==> config.mk <==
export PLATFORM = sky130hd
export DESIGN_NAME = conv1d_mc
export DESIGN_NICKNAME = d
export VERILOG_FILES = /design/src/rtl/conv1d_mc.sv
export SDC_FILE = /design/constraint.sdc
export NUM_CORES = 2
export LEC_CHECK = 0
export BUFFER_PORTS_ARGS = -buffer_cell sky130_fd_sc_hd__buf_2
export CORE_MARGIN = 3
export CORE_UTILIZATION = 62
export DETAILED_ROUTE_END_ITERATION = 12
export PLACE_DENSITY = 0.89
export SYNTH_ARGS = -nofsm -noshare
export SYNTH_HDL_FRONTEND = slang
export SYNTH_SLANG_ARGS = --single-unit
==> constraint.sdc <==
create_clock -name clk_i -period 12.92 [get_ports clk_i]
set_clock_uncertainty 0.05 [all_clocks]
set_input_delay 2.584 -clock clk_i [delete_from_list [all_inputs] [get_ports clk_i]]
set_output_delay 2.584 -clock clk_i [all_outputs]
set_load 0.05 [all_outputs]
==> src/rtl/conv1d_mc.sv <==
// Multi-channel 1-D FIR: every channel is filtered with one shared, runtime-loadable signed kernel.
// Latency: valid_o rises depth_p+1 cycles after the input handshake; one tap per cycle, all channels in parallel.
// Backpressure: ready_o/coef_ready_o are high only in IDLE; the result holds in DONE until ready_i.
//
// Ports:
//   clk_i, reset_n_i               clock, synchronous active-low reset
//   valid_i/ready_o/data_i         input sample set; channel c is data_i[c*width_p +: width_p]
//   valid_o/ready_i/data_o         filtered sample set, same packing, saturated per channel
//   coef_v_i/coef_ready_o          coefficient write handshake (taken in IDLE only)
//   coef_addr_i/coef_data_i        tap index and signed coefficient value
module conv1d_mc #(
  parameter int width_p       = 24,
  parameter int channels_p    = 2,
  parameter int depth_p       = 8,
  parameter int coeff_width_p = 8,
  parameter int frac_p        = 7
) (
  input  logic                             clk_i,
  input  logic                             reset_n_i,
  input  logic                             valid_i,
  output logic                             ready_o,
  input  logic [channels_p*width_p-1:0]    data_i,
  output logic                             valid_o,
  input  logic                             ready_i,
  output logic [channels_p*width_p-1:0]    data_o,
  input  logic                             coef_v_i,
  output logic                             coef_ready_o,
  input  logic [$clog2(depth_p)-1:0]       coef_addr_i,
  input  logic [coeff_width_p-1:0]         coef_data_i
);

  localparam int tap_w_lp = $clog2(depth_p);
  localparam int acc_w_lp = width_p + coeff_width_p + tap_w_lp;
  // The reset kernel is +1.0 (1<<frac_p), which is one bit beyond a
  // coeff_width_p signed value, so each coefficient register keeps one
  // extra sign bit. Written coefficients are sign-extended into it.
  localparam int h_w_lp = coeff_width_p + 1;

  localparam logic signed [h_w_lp-1:0] one_lp = h_w_lp'(1) << frac_p;
  localparam logic signed [acc_w_lp-1:0] sat_max_lp =
    {{(acc_w_lp-width_p+1){1'b0}}, {(width_p-1){1'b1}}};
  localparam logic signed [acc_w_lp-1:0] sat_min_lp =
    {{(acc_w_lp-width_p+1){1'b1}}, {(width_p-1){1'b0}}};
  localparam logic [tap_w_lp-1:0] last_tap_lp = tap_w_lp'(depth_p - 1);

  typedef enum logic [1:0] {IDLE, MAC, DONE} state_e;

  state_e                      state_q;
  logic signed [width_p-1:0]   x_q   [channels_p][depth_p];
  logic signed [h_w_lp-1:0]    h_q   [depth_p];
  logic signed [acc_w_lp-1:0]  acc_q [channels_p];
  logic [tap_w_lp-1:0]         tap_q;

  logic signed [acc_w_lp-1:0]  acc_nxt [channels_p];
  logic [channels_p*width_p-1:0] sat_dat;

  assign ready_o      = (state_q == IDLE);
  assign coef_ready_o = (state_q == IDLE);

  // Current-tap MAC and the saturated result of the final sum. Operands are
  // sign-extended to the accumulator width first, so the low acc_w_lp bits
  // of the unsigned product equal the exact signed product.
  always_comb begin
    logic [acc_w_lp-1:0]        h_ext;
    logic [acc_w_lp-1:0]        x_ext;
    logic signed [acc_w_lp-1:0] prod;
    logic signed [acc_w_lp-1:0] sh;
    sat_dat = '0;
    h_ext   = '0;
    x_ext   = '0;
    prod    = '0;
    sh      = '0;
    for (int c = 0; c < channels_p; c++) begin
      h_ext      = {{(acc_w_lp-h_w_lp){h_q[tap_q][h_w_lp-1]}}, h_q[tap_q]};
      x_ext      = {{(acc_w_lp-width_p){x_q[c][tap_q][width_p-1]}}, x_q[c][tap_q]};
      prod       = h_ext * x_ext;
      acc_nxt[c] = acc_q[c] + prod;
      sh         = acc_nxt[c] >>> frac_p;  // floor toward -inf
      if (sh > sat_max_lp)
        sat_dat[c*width_p +: width_p] = sat_max_lp[width_p-1:0];
      else if (sh < sat_min_lp)
        sat_dat[c*width_p +: width_p] = sat_min_lp[width_p-1:0];
      else
        sat_dat[c*width_p +: width_p] = sh[width_p-1:0];
    end
  end

  always_ff @(posedge clk_i) begin
    if (!reset_n_i) begin
      state_q <= IDLE;
      valid_o <= 1'b0;
      data_o  <= '0;
      tap_q   <= '0;
      for (int c = 0; c < channels_p; c++) begin
        acc_q[c] <= '0;
        for (int k = 0; k < depth_p; k++) x_q[c][k] <= '0;
      end
      for (int k = 0; k < depth_p; k++) h_q[k] <= (k == 0) ? one_lp : '0;
    end else begin
      case (state_q)
        IDLE: begin
          // Addresses past the last tap (non-power-of-2 depth) are dropped.
          if (coef_v_i && (int'(coef_addr_i) < depth_p))
            h_q[coef_addr_i] <= {coef_data_i[coeff_width_p-1], coef_data_i};
          if (valid_i) begin
            for (int c = 0; c < channels_p; c++) begin
              x_q[c][0] <= data_i[c*width_p +: width_p];
              for (int k = 1; k < depth_p; k++) x_q[c][k] <= x_q[c][k-1];
              acc_q[c] <= '0;
            end
            tap_q   <= '0;
            state_q <= MAC;
          end
        end
        MAC: begin
          for (int c = 0; c < channels_p; c++) acc_q[c] <= acc_nxt[c];
          tap_q <= tap_q + tap_w_lp'(1);
          if (tap_q == last_tap_lp) begin
            data_o  <= sat_dat;
            valid_o <= 1'b1;
            state_q <= DONE;
          end
        end
        DONE: begin
          if (ready_i) begin
            valid_o <= 1'b0;
            state_q <= IDLE;
          end
        end
        default: state_q <= IDLE;
      endcase
    end
  end

endmodule
After elaboration in Yosys (flattened, before gate mapping):

Memory sizes are Yosys's and may differ from the RTL's. A register that Yosys moved wholly into a read port is not among the register bits.
Index checks and enable logic that the tools add are counted.

* add/subtract/negate cells: 3
* $mul: 2
* order comparisons: 5
* eq/ne operators: 6
* multiplexer cells: 56
* bitwise gates (word level): 21
* reductions and logical operators: 8

Operators with widths (count)
* $mux W24: 24
* $bmux W24 S3: 2
* $mux W35: 4
* $add A35 B33 Y35: 2
* $mul A9 B24 Y33: 2
* $gt A28 B24 Y1 const B: 2
* $lt A28 B24 Y1 const B: 2
* $or A1 B1 Y1: 20
* $mux W1: 15
* $mux W3: 4
* $mux W9: 1
* $reduce_or A9 Y1: 1
* $mux W2: 3
* $ne A2 B2 Y1 const B: 3
* $pmux W2 S3: 1
* $pmux W3 S2: 1
* $reduce_and A3 Y1: 2
* $ge A4 B4 Y1 const B: 1
* $not A3 Y4: 1
* $reduce_and A2 Y1: 2
* $reduce_bool A2 Y1: 2
* $add A3 B1 Y3 const B: 1
* $eq A3 B3 Y1 const B: 1
* $eq A2 B1 Y1 const B: 1
* 3 further kinds: 3

* register bits after elaboration: 54
* bits in writable memories: 526
* output and inout bits: 51
* word-level logic and storage cells: 108
* memories kept: 3

Memory list
* x_q: words 2, bits a word 192, read ports 2, clocked after Yosys merged registers in 0, write ports 2, RTL line 49 `logic signed [width_p-1:0] x_q [channels_p][depth_p];`
* h_q: words 8, bits a word 9, read ports 1, clocked after Yosys merged registers in 1, write ports 8, RTL line 50 `logic signed [h_w_lp-1:0] h_q [depth_p];`
* acc_q: words 2, bits a word 35, read ports 2, clocked after Yosys merged registers in 0, write ports 2, RTL line 51 `logic signed [acc_w_lp-1:0] acc_q [channels_p];`

Longest topological paths before layout:

* word-level depth: 9
* depth in mapped cells: 30
* depth with buffers taken out: 24

Worst setup path after synthesis:

No wires, ideal clock.

* kind: input port to flip-flop
* from: input reset_n_i
* to: memory x_q[0][0] (netlist name), enable pin
* library setup time: 2806 ps
* arrival: 9291 ps
* data required time: 10064 ps
* path slack: 773 ps
* stages on the path: 3
* path through: clkbuf_1 clkbuf_1 nand2_1

RTL lines
* start: declaration: RTL line 19 `input logic reset_n_i,`
* end: declaration: RTL line 49

Worst setup path in the final report:

* from: register tap_q[1]
* to: register data_o[24]

* word-level cells in the longest chain between the ends: 9

RTL lines
* start: declaration: RTL line 52 `logic [tap_w_lp-1:0] tap_q;`
* start signal: assignment: RTL line 117 `tap_q <= tap_q + tap_w_lp'(1);`
* $not A3 Y4 (not written as such): RTL line 75 `x_ext = {{(acc_w_lp-width_p){x_q[c][tap_q][width_p-1]}}, x_q[c][tap_q]};`
* $bmux W24 S3: RTL line 75
* $mux W24 (not written as such) (2 in series): RTL line 75
* $mul A9 B24 Y33: RTL line 76 `prod = h_ext * x_ext;`
* $add A35 B33 Y35: RTL line 77 `acc_nxt[c] = acc_q[c] + prod;`
* $lt A28 B24 Y1: RTL line 81 `else if (sh < sat_min_lp)`
* $mux W24: RTL line 81
* $mux W24: RTL line 79 `if (sh > sat_max_lp)`
* end signal: assignment: RTL line 119 `data_o <= sat_dat;`
* end: declaration: RTL line 25 `output logic [channels_p*width_p-1:0] data_o,`

Parallel ways exist; a longest one is shown, timed or not. The select of a mux whose other input is x is not followed.
A chain may end at the register's enable or synchronous reset.

==> results_dict.tcl <==
set metrics [dict create \
    relSlewSlack_pct 18.0 \
    cp.required_ns 13.43 \
    gr-total-overflow 0 \
    cts_buffers 60 \
    port_buffers 114 \
    yosys.area.top_type "edfxtp_1" \
    clock-root-buffer "clkbuf_16" \
    drt_iter0_markers 3141 \
    clockBufferDepth 3 \
    irDropWorstVdd_uv 264 \
    min_path_cells 1 \
    initial_core_util_pct 63.1 \
    syn_area_mm2 0.0419 \
    synth_top_area_share_pct 37.2 \
    path_clk_slew_ns 0.07 \
    routabilityCongestion 0.961 \
    ys.flop_type "edfxtp_1" \
    criticalPathCategory "reg -> reg" \
    layout_commonest_cell "inv_1" \
    dr_total_vias 27300 \
    async_reset_ff_share_pct 0 \
    final_core_util_pct 68.0 \
    area_growth_pct 7.66 \
    hold_slack_ns 0.484 \
    yosysUniqueCellTypes 73 \
    hold_viol 0 \
    hpwl_um 65600 \
    layout_common_cells "524 x inv_1, 523 x and2_1, 519 x edfxtp_1, 420 x fa_1, 333 x nand2_1" \
    yosys-top-cells-area "edfxtp_1 37%, fa_1 20%, and2_1 7.8%" \
    tightest_slew_ns 1.22 \
    hold_path.class "reg -> reg" \
    core_region_area_mm2 0.0663 \
    status "finished, final reports clean" \
    ys_seq_area_share_pct 39.9 \
    crit_path_start_kind "register" \
    h-tree-depth 2 \
    fp-row-count 94 \
    fin_nets 4269 \
    grt_pass1_vias 28800 \
    cp.arrival_ns 9.76 \
    drc_errors 0 \
    vias_per_cell 6.03 \
    die_w_um 266 \
    antenna_left 0 \
    power.density_mw_per_mm2 243 \
    seq_area_mm2 0.0167 \
    ys_ff_latch 576 \
    rsz0062_at_grt "false" \
    fin_crit_sh_pct 71.5 \
    diodes 0 \
    die_area_mm2 0.0707 \
    drive_above_1_share_pct 12.3 \
    crit_fanout 71 \
    synth_top_family_by_area "adder cells" \
    clock-sinks 576 \
    synth_fa_ha_area_share_pct 25.0 \
    multi_input_area_mm2 0.0226 \
    syn_area_per_cell_um2 11.7 \
    grt_first_pass_wirelength_um 154000 \
    fin_crit_ns 9.24 \
    max_freq_mhz 108 \
    setup_viol 0 \
    yosys_warnings 0 \
    final.setup.tns_ns 0 \
    drtPass1Iterations 7 \
    nFillCells 4333 \
    hold_buffers 0 \
    grt_antenna_before_repair 0 \
    synth_compound_area_share_pct 5.16 \
    reg2regPathDepth 21 \
    clk_latency_ns 0.65 \
    muxShareOfSynthArea_pct 7.63 \
    power_mw 11.0 \
    synthCells 3577 \
    avgRoutedWirePerCell_um 20.9 \
    synth_nets 4227 \
    maxSlewViolCount 0 \
    p_leak_nw 20.1 \
    die_h_um 266 \
    cap_violations 0 \
    io_pins 115 \
    grt_usage_pct 27.7 \
    finalWirelength_um 95000 \
    synth_simple_gate_area_share_pct 14.5 \
    worstSetupEndpointType "register" \
    cts_tree "yes" \
    cts_setup_buffers 0 \
    synth-edff-count 519 \
    grt_max_degree 318 \
    cts_resized 0 \
    synth_xor_area_share_pct 1.45 \
]
## flip-flops by register name, summed over array words and instances (netlist names), named ones only
signal and flops:
h_q 65, acc_q 70, tap_q 3, state_q 2
x_q 384, data_o 48, valid_o 1
## per-stage QoR
step / cell area (um2) / setup slack (ns) / instances
floorplan: 41900 / 0.773 / 3577
global placement: 43200 / 4.05 / 4421
CTS: 45100 / 3.81 / 4533
global route: 45100 / 3.16 / 4533
finish: 45100 / 3.68 / 4533
detailed placement: 43200 / 3.87 / 4421
## final cells by class
| class | count | area share, % |
|---|---|---|
| Multi-Input combinational cell | 2316 | 50.1 |
| Sequential cell | 576 | 37.1 |
| Inverter | 524 | 4.36 |
| Clock buffer | 79 | 3.62 |
| Tap cell | 864 | 2.40 |
| Timing Repair Buffer | 141 | 1.77 |
| Clock inverter | 33 | 0.619 |
## cell families after synthesis
kind of cell    count (synthesis)
buf+inv                       685
simple gates                 1153
xor+xnor                       67
fa+ha+maj                     586
mux                           174
compound gates                336
flops                         576
## report_power, final
part / total [mW] / internal [mW] / switching (mW)
combinational: 6.94 / 2.47 / 4.47
sequential: 2.34 / 2.25 / 0.0897
clock: 1.69 / 0.935 / 0.754
total: 11.0 / 5.65 / 5.32
## layer usage
layer / track usage (%) / share of wire, %
met1: 37.9 / 38
met2: 43.7 / 47
met3: 5.82 / 10
met4: 12.0 / 4.9
met5: 0 / 0
## worst max-delay path, stage by stage, from the launching register on
cell,delay (ns)
dfxtp_4,0.62
buf_4,0.88
mux4_2,0.43
mux2i_1,0.92
nand2b_1,0.18
fa_1,0.49
fa_1,0.49
inv_1,0.05
fa_1,0.45
fa_1,0.53
fa_1,0.43
ha_1,0.26
a2111oi_4,0.27
o21ai_2,0.16
a221oi_2,0.43
o21ai_1,0.23
o2111ai_1,0.44
nand3_1,0.20
xnor2_2,0.21
nor4_4,1.00
o21ai_0,0.21
a21oi_1,0.19
## synth_stat cells (all sizes together), types with 11 or more instances
cell type / n
nand2b: 23
mux2: 53
and2: 525
clkbuf: 133
nand2: 335
nor2b: 77
and3: 19
inv: 524
nand4: 11
nor2: 124
o21ai: 116
buf: 28
edfxtp: 519
xnor2: 38
xor2: 29
mux4: 111
a21o: 29
fa: 420
a21oi: 113
dfxtp: 57
ha: 166
## final timing paths
kind | from | endpoint | slack, ns
hold reg to reg | x_q[0][72] | x_q[0][48] | 0.48
hold / removal | x_q[0][72] | x_q[0][48] | 0.48
setup reg to reg | tap_q[1] | data_o[24] | 3.68
setup / recovery | tap_q[1] | data_o[24] | 3.68
(Power assumes the default switching activity.)
